[src/rtl/tm1638_slave_rx_if.sv]
// TM1638 receive-side bundle: serial master lines in, RAM write port and control state out.
// Latency: none (wires only).
// Backpressure: none; the serial master cannot be stalled.
interface tm1638_slave_rx_if;
    // Serial lines driven by the TM1638 master
    logic       stb_i;
    logic       sclk_i;
    logic       dio_i;
    // Decoded results
    logic       ram_we;
    logic [3:0] ram_addr;
    logic [7:0] ram_wdata;
    logic       disp_on;
    logic [2:0] brightness;
    logic       fixed_addr;
    logic       frame_done;
    logic       frame_err;

    modport slave (
        input  stb_i, sclk_i, dio_i,
        output ram_we, ram_addr, ram_wdata, disp_on, brightness,
               fixed_addr, frame_done, frame_err
    );

    modport master (
        output stb_i, sclk_i, dio_i,
        input  ram_we, ram_addr, ram_wdata, disp_on, brightness,
               fixed_addr, frame_done, frame_err
    );
endinterface

[src/rtl/tm1638_slave_rx.sv]
// TM1638 serial receiver: oversamples STB/CLK/DIO, decodes LSB-first commands into RAM writes and control state.
// Latency: write/register update 1 clk after the 8th synced sclk rising edge (SYNC_STAGES+1 clk after the pin edge).
// Backpressure: none; ram_we is a one-cycle strobe the consumer must accept.
module tm1638_slave_rx #(
    parameter int SYNC_STAGES = 2
) (
    input  logic              clk,
    input  logic              rst,
    tm1638_slave_rx_if.slave  bus
);

    typedef enum logic [2:0] {
        S_WAIT_IDLE,
        S_IDLE,
        S_CMD,
        S_DATA,
        S_IGNORE
    } state_t;

    state_t                 r_state;
    logic [SYNC_STAGES-1:0] r_stb_sync;
    logic [SYNC_STAGES-1:0] r_sclk_sync;
    logic [SYNC_STAGES-1:0] r_dio_sync;
    logic                   r_stb_d;
    logic                   r_sclk_d;
    // Only the seven most recent bits are kept; the 8th arrives live from w_dio.
    logic [6:0]             r_shreg;
    logic [2:0]             r_bitcnt;
    logic                   r_got_byte;
    logic [3:0]             r_addr;
    logic                   r_ram_we;
    logic [3:0]             r_ram_addr;
    logic [7:0]             r_ram_wdata;
    logic                   r_disp_on;
    logic [2:0]             r_brightness;
    logic                   r_fixed_addr;
    logic                   r_frame_done;
    logic                   r_frame_err;

    logic       w_stb;
    logic       w_sclk;
    logic       w_dio;
    logic       w_stb_rise;
    logic       w_stb_fall;
    logic       w_sclk_rise;
    logic       w_bit_take;
    logic       w_byte_done;
    logic [7:0] w_byte;
    logic [2:0] w_cnt_after;
    logic       w_got_after;

    // Synchronize the asynchronous serial lines and keep one delayed copy for edge detection.
    always_ff @(posedge clk or posedge rst) begin
        if (rst) begin
            r_stb_sync  <= '0;
            r_sclk_sync <= '0;
            r_dio_sync  <= '0;
            r_stb_d     <= 1'b0;
            r_sclk_d    <= 1'b0;
        end else begin
            r_stb_sync  <= {r_stb_sync[SYNC_STAGES-2:0], bus.stb_i};
            r_sclk_sync <= {r_sclk_sync[SYNC_STAGES-2:0], bus.sclk_i};
            r_dio_sync  <= {r_dio_sync[SYNC_STAGES-2:0], bus.dio_i};
            r_stb_d     <= w_stb;
            r_sclk_d    <= w_sclk;
        end
    end

    assign w_stb       = r_stb_sync[SYNC_STAGES-1];
    assign w_sclk      = r_sclk_sync[SYNC_STAGES-1];
    assign w_dio       = r_dio_sync[SYNC_STAGES-1];
    assign w_stb_rise  = w_stb & ~r_stb_d;
    assign w_stb_fall  = ~w_stb & r_stb_d;
    assign w_sclk_rise = w_sclk & ~r_sclk_d;

    // Bits are only collected inside an open frame; IGNORE/IDLE drop sclk edges.
    assign w_bit_take  = ((r_state == S_CMD) || (r_state == S_DATA)) && w_sclk_rise;
    assign w_byte      = {w_dio, r_shreg};
    assign w_byte_done = w_bit_take && (r_bitcnt == 3'd7);
    // Counter and byte flag as they stand after this cycle's bit, so a byte finishing
    // in the same cycle as the stb rise closes the frame cleanly.
    assign w_cnt_after = w_bit_take ? (r_bitcnt + 3'd1) : r_bitcnt;
    assign w_got_after = r_got_byte | w_byte_done;

    // Frame FSM: bit collection, command decode, RAM writes and frame status pulses.
    always_ff @(posedge clk or posedge rst) begin
        if (rst) begin
            r_state      <= S_WAIT_IDLE;
            r_shreg      <= '0;
            r_bitcnt     <= '0;
            r_got_byte   <= 1'b0;
            r_addr       <= '0;
            r_ram_we     <= 1'b0;
            r_ram_addr   <= '0;
            r_ram_wdata  <= '0;
            r_disp_on    <= 1'b0;
            r_brightness <= '0;
            r_fixed_addr <= 1'b0;
            r_frame_done <= 1'b0;
            r_frame_err  <= 1'b0;
        end else begin
            r_ram_we     <= 1'b0;
            r_frame_done <= 1'b0;
            r_frame_err  <= 1'b0;
            if (r_state == S_WAIT_IDLE) begin
                // A frame cut by reset is skipped until the strobe goes idle.
                if (w_stb) begin
                    r_state <= S_IDLE;
                end
            end else begin
                if (w_bit_take) begin
                    r_shreg  <= w_byte[7:1];
                    r_bitcnt <= w_cnt_after;
                end
                if (w_byte_done) begin
                    r_got_byte <= 1'b1;
                    if (r_state == S_CMD) begin
                        case (w_byte[7:6])
                            2'b01: begin
                                if (w_byte[1:0] == 2'b00) begin
                                    r_fixed_addr <= w_byte[2];
                                end else begin
                                    // Key-scan read and test modes are not emulated.
                                    r_frame_err <= 1'b1;
                                end
                                r_state <= S_IGNORE;
                            end
                            2'b11: begin
                                r_addr  <= w_byte[3:0];
                                r_state <= S_DATA;
                            end
                            2'b10: begin
                                r_disp_on    <= w_byte[3];
                                r_brightness <= w_byte[2:0];
                                r_state      <= S_IGNORE;
                            end
                            default: begin
                                r_frame_err <= 1'b1;
                                r_state     <= S_IGNORE;
                            end
                        endcase
                    end else begin
                        r_ram_we    <= 1'b1;
                        r_ram_addr  <= r_addr;
                        r_ram_wdata <= w_byte;
                        if (!r_fixed_addr) begin
                            r_addr <= r_addr + 4'd1;
                        end
                    end
                end
                // Strobe edges override the next state chosen above.
                if (w_stb_fall) begin
                    r_state    <= S_CMD;
                    r_bitcnt   <= '0;
                    r_got_byte <= 1'b0;
                end else if (w_stb_rise) begin
                    if (w_cnt_after != 3'd0) begin
                        r_frame_err <= 1'b1;
                    end else if (w_got_after) begin
                        r_frame_done <= 1'b1;
                    end
                    r_state <= S_IDLE;
                end
            end
        end
    end

    assign bus.ram_we     = r_ram_we;
    assign bus.ram_addr   = r_ram_addr;
    assign bus.ram_wdata  = r_ram_wdata;
    assign bus.disp_on    = r_disp_on;
    assign bus.brightness = r_brightness;
    assign bus.fixed_addr = r_fixed_addr;
    assign bus.frame_done = r_frame_done;
    assign bus.frame_err  = r_frame_err;

endmodule

[src/flat_wrapper.sv]
// flat-port wrapper written by rule: the top's interface ports become plain ports
module tm1638_slave_rx_flat 
#(
    parameter int SYNC_STAGES = 2
)
  (clk, rst, bus_stb_i, bus_sclk_i, bus_dio_i, bus_ram_we, bus_ram_addr, bus_ram_wdata, bus_disp_on, bus_brightness, bus_fixed_addr, bus_frame_done, bus_frame_err);
  tm1638_slave_rx_if bus_i ();
  input  logic clk;
  input  logic rst;
  input wire logic [$bits(bus_i.stb_i)-1:0] bus_stb_i;
  input wire logic [$bits(bus_i.sclk_i)-1:0] bus_sclk_i;
  input wire logic [$bits(bus_i.dio_i)-1:0] bus_dio_i;
  output wire logic [$bits(bus_i.ram_we)-1:0] bus_ram_we;
  output wire logic [$bits(bus_i.ram_addr)-1:0] bus_ram_addr;
  output wire logic [$bits(bus_i.ram_wdata)-1:0] bus_ram_wdata;
  output wire logic [$bits(bus_i.disp_on)-1:0] bus_disp_on;
  output wire logic [$bits(bus_i.brightness)-1:0] bus_brightness;
  output wire logic [$bits(bus_i.fixed_addr)-1:0] bus_fixed_addr;
  output wire logic [$bits(bus_i.frame_done)-1:0] bus_frame_done;
  output wire logic [$bits(bus_i.frame_err)-1:0] bus_frame_err;
  assign bus_i.stb_i = bus_stb_i;
  assign bus_i.sclk_i = bus_sclk_i;
  assign bus_i.dio_i = bus_dio_i;
  assign bus_ram_we = bus_i.ram_we;
  assign bus_ram_addr = bus_i.ram_addr;
  assign bus_ram_wdata = bus_i.ram_wdata;
  assign bus_disp_on = bus_i.disp_on;
  assign bus_brightness = bus_i.brightness;
  assign bus_fixed_addr = bus_i.fixed_addr;
  assign bus_frame_done = bus_i.frame_done;
  assign bus_frame_err = bus_i.frame_err;
  tm1638_slave_rx #(.SYNC_STAGES(SYNC_STAGES)) u_core (.clk(clk), .rst(rst), .bus(bus_i));
endmodule
[config.mk]
export PLATFORM = sky130hd
export DESIGN_NAME = tm1638_slave_rx_flat
export DESIGN_NICKNAME = d
export VERILOG_FILES = /design/src/rtl/tm1638_slave_rx_if.sv /design/src/rtl/tm1638_slave_rx.sv /design/src/flat_wrapper.sv
export SDC_FILE = /design/constraint.sdc
export NUM_CORES = 1
export LEC_CHECK = 0
export ABC_AREA = 0
export CORE_UTILIZATION = 45
export CTS_CLUSTER_SIZE = 24
export DETAILED_ROUTE_END_ITERATION = 10
export GPL_TIMING_DRIVEN = 0
export MAX_ROUTING_LAYER = met4
export PLACE_DENSITY = 0.69
export SYNTH_ARGS = -nofsm -noshare
export SYNTH_HDL_FRONTEND = slang
export SYNTH_SLANG_ARGS = --single-unit
[constraint.sdc]
create_clock -name clk -period 1.8 [get_ports clk]
set_clock_uncertainty 0.15 [all_clocks]
set_input_delay 0.27 -clock clk [delete_from_list [all_inputs] [get_ports clk]]
set_output_delay 0.27 -clock clk [all_outputs]
set_load 0.01 [all_outputs]
* Word level (Yosys, flattened, before mapping)
Cells that the tools add are included.
W data, S select, Z words.
** Cells by class
- Bitwise logic cells :: 9
- Equal/unequal tests :: 9
- $add $sub $neg :: 2
- Reduce and logical (&&, ||, !) cells :: 19
- Muxes and demuxes :: 31
** Operators with widths (count)
- $mux W3 :: 10
- $mux W1 :: 17
- $mux W4 :: 3
- $reduce_and A4 Y1 :: 2
- $reduce_bool A4 Y1 :: 2
- $eq A3 B2 Y1 const B :: 2
- $reduce_and A2 Y1 :: 3
- $reduce_and A3 Y1 :: 2
- $not A1 Y1 :: 5
- $reduce_and A5 Y1 :: 1
- $add A4 B1 Y4 const B :: 1
- $eq A2 B2 Y1 const B :: 2
- $ne A2 B2 Y1 const B :: 2
- $reduce_bool A2 Y1 :: 2
- $add A3 B1 Y3 const B :: 1
- $and A1 B1 Y1 :: 3
- $eq A3 B3 Y1 const B :: 1
- $logic_not A3 Y1 :: 1
- $reduce_bool A3 Y1 :: 1
- $eq A2 B1 Y1 const B :: 1
- $logic_and A1 B1 Y1 :: 2
- $logic_not A2 Y1 :: 1
- $ne A2 B1 Y1 const B :: 1
- $pmux W1 S2 :: 1
- other kinds (3) :: 3
** Word-level totals
- Output and inout bits :: 20
- Flip-flop bits (word level) :: 46
- Bits of input ports :: 5

* Logic depth before layout (Yosys ltp)
- Depth after elaboration :: 10
- Depth in mapped cells :: 6
- Depth with buffers taken out :: 6

* Worst setup path after synthesis
No wires, ideal clock.
- Path type :: reg-to-reg
- Start :: reg u_core.r_state[0]
- End :: reg u_core.r_addr[1]
- Data required time :: 1.525 ns
- Period minus slack after synthesis :: 1.875 ns
- Stages on the path, launching flop included :: 5
- Arrival :: 1.600 ns
- Buffers on the path :: 0
- Slack :: -0.075 ns
- Path through :: dfrtp_1 > nor3b_4 > mux2_4 > nor2_2 > mux2_4
** Between the ends
- Word-level cells in the longest chain between the ends :: 5
- Elaborated cells between the ends (all ways) :: 11
- Those cells by class :: eq/ne: 4; mux: 1; bitwise: 1; reduce/logical: 5
** Ends and longest elaborated chain
- start: declaration :: RTL line tm1638_slave_rx.sv:20 : state_t r_state;
- start signal: assignment :: RTL line tm1638_slave_rx.sv:88 : r_state <= S_WAIT_IDLE;
- start signal: assignment :: RTL line tm1638_slave_rx.sv:108 : r_state <= S_IDLE;
- start signal: assignment :: RTL line tm1638_slave_rx.sv:126 : r_state <= S_IGNORE;
- $eq A3 B2 Y1 (on tied branches) :: RTL line tm1638_slave_rx.sv:77, tm1638_slave_rx.sv:117
- $logic_or A1 B1 Y1 :: RTL line tm1638_slave_rx.sv:77 : assign w_bit_take = ((r_state == S_CMD) || (r_state == S_DATA)) && w_sclk_rise;
- $logic_and A1 B1 Y1 :: RTL line tm1638_slave_rx.sv:77
- $logic_and A1 B1 Y1 :: RTL line tm1638_slave_rx.sv:79 : assign w_byte_done = w_bit_take && (r_bitcnt == 3'd7);
- $reduce_and A4 Y1 (no source line)
- end signal: assignment :: RTL line tm1638_slave_rx.sv:129 : r_addr <= w_byte[3:0];
- end signal: assignment :: RTL line tm1638_slave_rx.sv:147 : r_addr <= r_addr + 4'd1;
- end: declaration :: RTL line tm1638_slave_rx.sv:30 : logic [3:0] r_addr;
Several ways; a longest one is shown, not always the timed one.
A chain may end at the register's enable or synchronous reset.

* Final worst setup path
- Start :: reg u_core.r_state[2]
- End :: reg u_core.r_ram_addr[1], in the netlist u_core.bus.ram_addr[1]
** Between the ends
- Word-level cells in the longest chain between the ends :: 5
- Elaborated cells between the ends (all ways) :: 9
- Those cells by class :: eq/ne: 2; bitwise: 2; reduce/logical: 5
** Ends and longest elaborated chain
- $eq A3 B2 Y1 (on tied branches) :: RTL line tm1638_slave_rx.sv:77, tm1638_slave_rx.sv:117
- $logic_or A1 B1 Y1 :: RTL line tm1638_slave_rx.sv:77
- $logic_and A1 B1 Y1 :: RTL line tm1638_slave_rx.sv:77
- $logic_and A1 B1 Y1 :: RTL line tm1638_slave_rx.sv:79
- $reduce_and A3 Y1 (no source line) *
- end signal: assignment :: RTL line tm1638_slave_rx.sv:144 : r_ram_addr <= r_addr;
- end: declaration :: RTL line tm1638_slave_rx.sv:32 : logic [3:0] r_ram_addr;
Mark *: on every way between the ends. The rest lies on a longest branch, timed or not.

==> results.ini <==
[global_route]
grt_max_degree=25
grt_overflow_total=0
grt_pass1_wl_mm=6.41
grt_usage_pct=19.9
antenna_found_initial=0
grt_pass1_vias=1316

[critical_path]
crit_arrival_ns=1.87
worstPathCellList=nor4bb_1, buf_4, o211ai_4, clkbuf_16, mux2_4
start_kind=register
path_class=register to register
slowest_stage=dfrtp_2
cp_slowest_stage_delay_ns=0.46
path_depth=5
cp-end-kind=register
path_buf_inv=2
crit_required_ns=1.84
crit_family=flip-flops
ff2ff_path_depth=5
crit_fanout=6

[final_layout]
regArea_sq_mm=0.00115
finalNetCount=204
fin_cells=245
drive_above_1_share_pct=42.1
syn_to_final_growth_pct=34.2
multi_input_area_sq_um=868
stdcell_area_sq_mm=0.00269
antenna_cells=0
fin_util_pct=64.9
fillCellCount=301

[route]
wire_per_inst_um=16.5
ant_nets=0
drt_iter0_drc=46
vias=1313
drcViolationCount=0
dr.pass1.iters=5
drt-total-wl_mm=4.05
drt-vias-per-instance=5.36

[logic_synthesis]
ys_warn_count=0
yosysTopAreaCell=dfrtp_1
yosysMostFrequentCell=dfrtp_1
synth-seq-area-share_pct=57.5
syn_area_per_cell_sq_um=14.2
syn_area_sq_mm=0.00200
synth_nets=151
synthArstFlopShare_pct=100
synth_area_leaders=dfrtp_1 (57%), mux2_2 (10%), mux2_4 (8.2%)
synth_edf_count=0
yosysTopAreaCellShare_pct=57.5
synthCells=141
synth_cell_types=34
synth_seq_cells=46
ys.flop_type=dfrtp_1
synth_common_cells=dfrtp_1 (46), mux2_2 (18), mux2_4 (11)

[placed_design]
place_congestion=0.802
place_inst=216
placed_area_sq_mm=0.00234
place_hpwl_mm=2.54
place_ws_ns=-0.201
io_buffers=24

[sta]
setup_tns_ns=-0.303
tightest_slew_ns=0.513
setup_viol=11
fmax_ghz=0.545
hold_violations=0
rsz0062_at_grt=yes
slew_headroom_pct=65.7
fin_crit_sh_pct=102
layout_setup_ws_ns=-0.0361
period_minus_slack_ns=1.84
slew_viol_final=0
hold_slack_ns=0.171

[clocking]
cts_htree_levels=2
cts_sinks=46
cts_buffer_depth=2
postCtsHoldBufs=0
path_clk_slew_ns=0.08
cts_root_buf=clkbuf_8
clkLatencyLatePin_ns=0.29
cts_made_buffers=5
cts_tree=built

[floorplan]
core-area_sq_mm=0.00414
io_pins=25
die_width_um=68.7
start_util_pct=48.3
fp.dieH_um=68.7
num_rows=23
dieArea_sq_mm=0.00472

[status]
outcome=finished, violations left
violations=setup timing

[power_and_ir_drop]
powerDensity_mw_per_mm2=1060
power_mw=2.86
p_leak_nw=1.26
vdd_drop_max_mv=0.840

[flow_run]
cap_violations=0

[hold_path]
hold_class=primary input to async pin

[layer usage]
metal | vias up | track usage (%) | routed length [um]
li1 | 612 | - | -
met2 | 25 | 33.0 | 2100
met3 | 5 | 3.95 | 109
met1 | 671 | 24.0 | 1780
met5 | - | - | 0
met4 | 0 | 7.65 | 48
[cell families (layout without fill, tap and decap cells)]
group,after synthesis,after routing,synth area share [%]
AOI/OAI and AO/OA,19,19,6.75
xor gates and xnor gates,1,1,0.437
adders and majority gates,5,5,3.12
buffers and inverters,8,62,2.25
DFF,46,46,57.5
muxes,32,32,19.9
and+or+nand+nor,30,30,10.1
[final cells by class]
cell class / count / share of cell area [%]
Multi-Input combinational cell: 87 / 32.3
Clock buffer: 8 / 4.10
Inverter: 5 / 0.698
Sequential cell: 46 / 43.0
Timing Repair Buffer: 46 / 16.5
Buffer: 3 / 1.12
Tap cell: 50 / 2.33
[path summary, 6_finish.rpt]
kind                                          end            startpoint  slack [ns]
hold / removal                 u_core.r_bitcnt[2]                   rst        0.17
setup reg to reg           u_core.bus.ram_addr[1]     u_core.r_state[2]       -0.04
setup / recovery           u_core.bus.ram_addr[1]     u_core.r_state[2]       -0.04
min in group clk             u_core.r_stb_sync[1]  u_core.r_stb_sync[0]        0.21
hold reg to reg              u_core.r_stb_sync[1]  u_core.r_stb_sync[0]        0.21
max in group asynchronous      u_core.bus.disp_on                   rst        0.84
[placed cells by master (no fill, tap or decap), types with 2 or more instances in the layout]
cell type        netlist  layout
dfrtp_1               46      43
clkdlybuf4s50_1        0      24
buf_4                  2      22
mux2_2                18      18
mux2_4                11      11
clkbuf_8               0       8
o21ai_0                7       7
nand2_1                6       5
nor2_1                 5       5
a21oi_1                4       4
inv_1                  5       4
mux2i_1                3       3
nand3_1                3       3
ha_1                   5       3
dfrtp_2                0       3
nor3b_4                2       2
nor3_1                 3       2
[sequential cells by signal, indices dropped and copies added, names as in the netlist]
| signal | count |
|---|---|
| u_core.bus.frame_err | 1 |
| u_core.r_shreg | 7 |
| u_core.bus.ram_we | 1 |
| u_core.bus.fixed_addr | 1 |
| u_core.bus.ram_wdata | 8 |
| u_core.r_got_byte | 1 |
| u_core.bus.frame_done | 1 |
| u_core.r_dio_sync | 2 |
| u_core.r_addr | 4 |
| u_core.r_state | 3 |
| u_core.bus.brightness | 3 |
| u_core.r_stb_d | 1 |
| u_core.r_stb_sync | 2 |
| u_core.r_bitcnt | 3 |
| u_core.r_sclk_d | 1 |
| u_core.bus.disp_on | 1 |
| u_core.bus.ram_addr | 4 |
| u_core.r_sclk_sync | 2 |
[report_power, final]
part / internal, mW / switching (mW) / leakage (nW)
Combinational: 0.447 / 0.349 / 0.591
Clock: 0.388 / 0.338 / 0.0575
Sequential: 1.16 / 0.180 / 0.610
Total: 1.99 / 0.867 / 1.26
[what timing repair did]
item,CTS,global route
setup endpoints to repair,25,20
gates cloned,0,1
gates resized for setup,7,4
buffers inserted,12,8
pin swaps,5,5
Power figures use the tool's default switching activity.
==> variant 1 (config.mk and constraints unchanged) <==
`SYNC_STAGES` is set to 2 in 2 places; all go to 4.
--- a/src/rtl/tm1638_slave_rx.sv
+++ b/src/rtl/tm1638_slave_rx.sv
@@ -2,7 +2,7 @@
 // Latency: write/register update 1 clk after the 8th synced sclk rising edge (SYNC_STAGES+1 clk after the pin edge).
 // Backpressure: none; ram_we is a one-cycle strobe the consumer must accept.
 module tm1638_slave_rx #(
-    parameter int SYNC_STAGES = 2
+    parameter int SYNC_STAGES = 4
 ) (
     input  logic              clk,
     input  logic              rst,
--- a/src/flat_wrapper.sv
+++ b/src/flat_wrapper.sv
@@ -1,7 +1,7 @@
 // flat-port wrapper written by rule: the top's interface ports become plain ports
 module tm1638_slave_rx_flat 
 #(
-    parameter int SYNC_STAGES = 2
+    parameter int SYNC_STAGES = 4
 )
   (clk, rst, bus_stb_i, bus_sclk_i, bus_dio_i, bus_ram_we, bus_ram_addr, bus_ram_wdata, bus_disp_on, bus_brightness, bus_fixed_addr, bus_frame_done, bus_frame_err);
   tm1638_slave_rx_if bus_i ();
Formal check against the unedited RTL: not equivalent (Yosys sat finds a counterexample within 10 cycles, from zero or initial values and one cycle with rst high).
==> variant 1 against the unedited design <==
- power shrank 4.8%
- cell count grew 1.6%
- fmax shrank 5.0%
- core utilization shrank 2.7 points
- cell area grew 2.1%
- the run still ends with setup timing left
- sequential share of layout area grew 4.5 points
- via count grew 4.0%
- largest cell class unchanged
- setup slack lost 96 ps
- global-route usage shrank 2.1 points
- largest power group unchanged
- first-iteration DRC count grew 15%
- wire length grew 2.3%
- area after synthesis grew 4.8%
- die area grew 4.7%
- critical endpoint is now u_core.bus.brightness[2]
- sequential cell count grew 6
==> variant 1: results <==
{
  "fin_setup_tns_ps": -1995,
  "finalWirelength_um": 4138,
  "vdd_drop_max_mv": 0.5719,
  "violations": "setup timing",
  "grt_pass1_wl_um": 6499,
  "largest_reg_flops": 8,
  "synthMuxAreaShare": 0.1579,
  "synthTopCellsByCount": "dfrtp_1 (52), mux2_2 (25), nand2_1 (8), nor2_1 (8), a21oi_1 (7)",
  "finalSetupViolCount": 19,
  "min_path_type": "input port to asynchronous set/reset pin",
  "antennaDiodeCount": 0,
  "grt_max_degree": 34,
  "critPathMaxFanout": 4,
  "vias": 1365,
  "synth_fa_ha_area_frac": 0.02980,
  "syn_nets": 162,
  "finalNetCount": 206,
  "post-place-cells": 229,
  "cts_buffers": 5,
  "yosys.area_share.xor_xnor": 0,
  "synth-compound-area-share": 0.06794,
  "grt_usage": 0.1786,
  "slew_headroom": 0.7061,
  "syn_inst": 152,
  "root_buffer": "clkbuf_8",
  "ys_async_sr_fraction": 1.000,
  "post-dp-hpwl_um": 2617,
  "cts_setup_buffers": 5,
  "drt_iter0_drc": 53,
  "cellLeakagePower_nw": 1.298,
  "ys_seq_area_frac": 0.6198,
  "gp_congestion": 0.8602,
  "netlist-cell-type-count": 36,
  "firstDrtPassIters": 5,
  "pre_cts_slack_ps": -334.1,
  "stdcell_count": 249,
  "grt_pass1_vias": 1337,
  "clock_path_buffers": 2,
  "cts_resized": 2,
  "clkSlewWorstSetupHoldPaths_ps": 100,
  "port-buffer-count": 24,
  "place_area_um2": 2425,
  "cts_max_level": 2,
  "ys_warn_count": 0,
  "antenna_found_initial": 0,
  "clock_latency_ps": 310,
  "drive_gt1_frac": 0.3147,
  "status": "finished with violations",
  "netlist_top_cells_area": "dfrtp_1 (62%), mux2_2 (13%), ha_1 (3.0%), mux2i_1 (2.4%), a21oi_1 (1.7%)",
  "worst_slack_ps": -132.3
}
variant 1: cell count changes in the layout (fill, tap and decap cells not counted), moves of 3 or more:
cell	unedited run	this run
dfrtp_2	3	0
buf_4	22	10
buf_6	0	3
nor2_1	5	8
o21ai_0	7	2
dfrtp_1	43	52
a21oi_1	4	7
nand2_1	5	8
variant 1: cell type report:
type                    count  area [um2]
fillers                   320        1670
flip-flops and latches     52        1301
multi-input cells          92       828.3
repair buffers             37       379.1
clock buffers               6       82.58
well taps                  52       65.06
clock inverters             2       38.79
plain buffers               3       30.03
inverters                   5       18.77
variant 1: critical path, stage by stage, from the launching register on:
cell and delay (ps):
dfrtp_1 380, ha_2 190, ha_4 110, nand3b_1 160, nor2_4 160, and4b_2 340, mux2_4 320
variant 1: layer usage:
metal  track usage  vias to the layer above  part of all wire
met5             -                        -                 0
met4       0.09778                        0             0.026
met3       0.03175                       12             0.035
met2        0.2772                       43              0.47
met1        0.2218                      684              0.46
li1              -                      626                 -
variant 1: final timing paths:
kind                                 startpoint                       end  slack [ps]  cells after the start
hold reg to reg            u_core.r_stb_sync[2]      u_core.r_stb_sync[3]         210                      0
hold / removal                              rst      u_core.r_dio_sync[1]         110                      2
max in group asynchronous                   rst    u_core.bus.ram_addr[0]         860                      3
min in group clk           u_core.r_stb_sync[2]      u_core.r_stb_sync[3]         210                      0
setup / recovery             u_core.r_bitcnt[0]  u_core.bus.brightness[2]        -130                      6
setup reg to reg             u_core.r_bitcnt[0]  u_core.bus.brightness[2]        -130                      6
variant 1: where the power goes:
part           leakage (nW)  internal, W  switching, W
clock                0.0614     0.000455      0.000386
combinational         0.550     0.000241      0.000262
sequential            0.687      0.00126      0.000118
==> variant 2 (same flow settings) <==
Made on the original files. Encoding of `state_t`: now one-hot (5 bits for 5 states).
--- a/src/rtl/tm1638_slave_rx.sv
+++ b/src/rtl/tm1638_slave_rx.sv
@@ -9,12 +9,12 @@
     tm1638_slave_rx_if.slave  bus
 );
 
-    typedef enum logic [2:0] {
-        S_WAIT_IDLE,
-        S_IDLE,
-        S_CMD,
-        S_DATA,
-        S_IGNORE
+    typedef enum logic [4:0] {
+        S_WAIT_IDLE = 5'b00001,
+        S_IDLE      = 5'b00010,
+        S_CMD       = 5'b00100,
+        S_DATA      = 5'b01000,
+        S_IGNORE    = 5'b10000
     } state_t;
 
     state_t                 r_state;
Check against the original RTL: no difference found for any inputs over 10 cycles, from zero or initial values and one cycle with rst high; not proved beyond that.
==> variant 2 against the unedited design <==
- the flow still finishes with violations (setup timing)
- count of clock-buffer cells in the layout is 2 lower
- setup slack worse by 190 ps
- synthesized cell count is 11% higher
- power is 23% lower
- cell count is 6.1% higher
- cell area is 6.0% higher
- sequential cell count is 2 higher
- area after synthesis is 4.6% higher
- wire length is 6.6% higher
- largest power group unchanged
==> variant 2: results <==
{
  "slew_headroom": 0.6877,
  "grt_pass1_vias": 1451,
  "viasPerCell": 5.558,
  "pre_cts_slack_ps": -319.9,
  "clkCellAreaFrac": 0.02723,
  "synth_fa_ha_area_frac": 0.02987,
  "grt_max_degree": 45,
  "gp_congestion": 0.8810,
  "worst_slack_ps": -227.1,
  "cellLeakagePower_nw": 1.341,
  "power.density_nw_per_um2": 776.8,
  "multi_input_area_um2": 988.4,
  "violations": "setup timing",
  "drt_iter0_drc": 72,
  "timing.critical_path.to": "u_core.r_addr[3]",
  "cpMaxStageDelayCell": "or4b_4",
  "synthMuxAreaShare": 0.1577,
  "ff2ff_path_depth": 6,
  "nonClkBufAreaFrac": 0.1686,
  "design.seq.count": 48,
  "fin_setup_tns_ps": -4326,
  "post-dp-hpwl_um": 2653,
  "place_area_um2": 2442,
  "finalSetupViolCount": 38,
  "finalNetCount": 218,
  "grt_pass1_wl_um": 6948,
  "ys_seq_area_frac": 0.5741,
  "synthTopCellsByCount": "dfrtp_1 (47), mux2_2 (24), inv_1 (7), nand2_1 (7)",
  "vias": 1445,
  "use_met2": 0.2910,
  "netlist_top_cells_area": "dfrtp_1 (56%), mux2_2 (13%), ha_1 (3.0%), mux2_4 (2.9%), nand3_1 (1.4%)",
  "wl_met1_um": 1939,
  "synth-compound-area-share": 0.08901,
  "vdd_drop_max_mv": 0.5033,
  "dieArea_um2": 4932,
  "met1_usage": 0.2390,
  "drive_gt1_frac": 0.4135,
  "yosys.area_share.xor_xnor": 0.008363,
  "worstPathArrival_ps": 2060,
  "use_met3": 0.03608,
  "timing.hold.ws_ps": 16.03,
  "netlist-cell-type-count": 39,
  "cp_top_family": "simple AND/OR/NAND/NOR gates",
  "status": "finished with violations",
  "met2_length_um": 2201
}
-- variant 2: changes by cell type in the layout (fill, tap and decap cells not counted), moves of 3 or more --
| cell | before | now |
|---|---|---|
| buf_4 | 22 | 16 |
| o21ai_0 | 7 | 1 |
| buf_6 | 0 | 5 |
| mux2_4 | 11 | 6 |
| mux2_2 | 18 | 22 |
| nand4_1 | 0 | 4 |
| clkbuf_8 | 8 | 5 |
| mux2i_1 | 3 | 0 |
| o211ai_1 | 0 | 3 |
-- variant 2: power breakdown --
part | internal [W] | leakage, nW | switching (W)
clock | 0.000264 | 0.0410 | 0.000329
combinational | 0.000214 | 0.663 | 0.000189
sequential | 0.00114 | 0.637 | 0.0000746
-- variant 2: repair_timing --
action	4_1_cts	5_1_grt
endpoints found under the hold margin	0	0
cloned	1	1
resized for setup	20	20
pin swaps	11	10
setup buffers	9	10
setup endpoints to repair	33	39
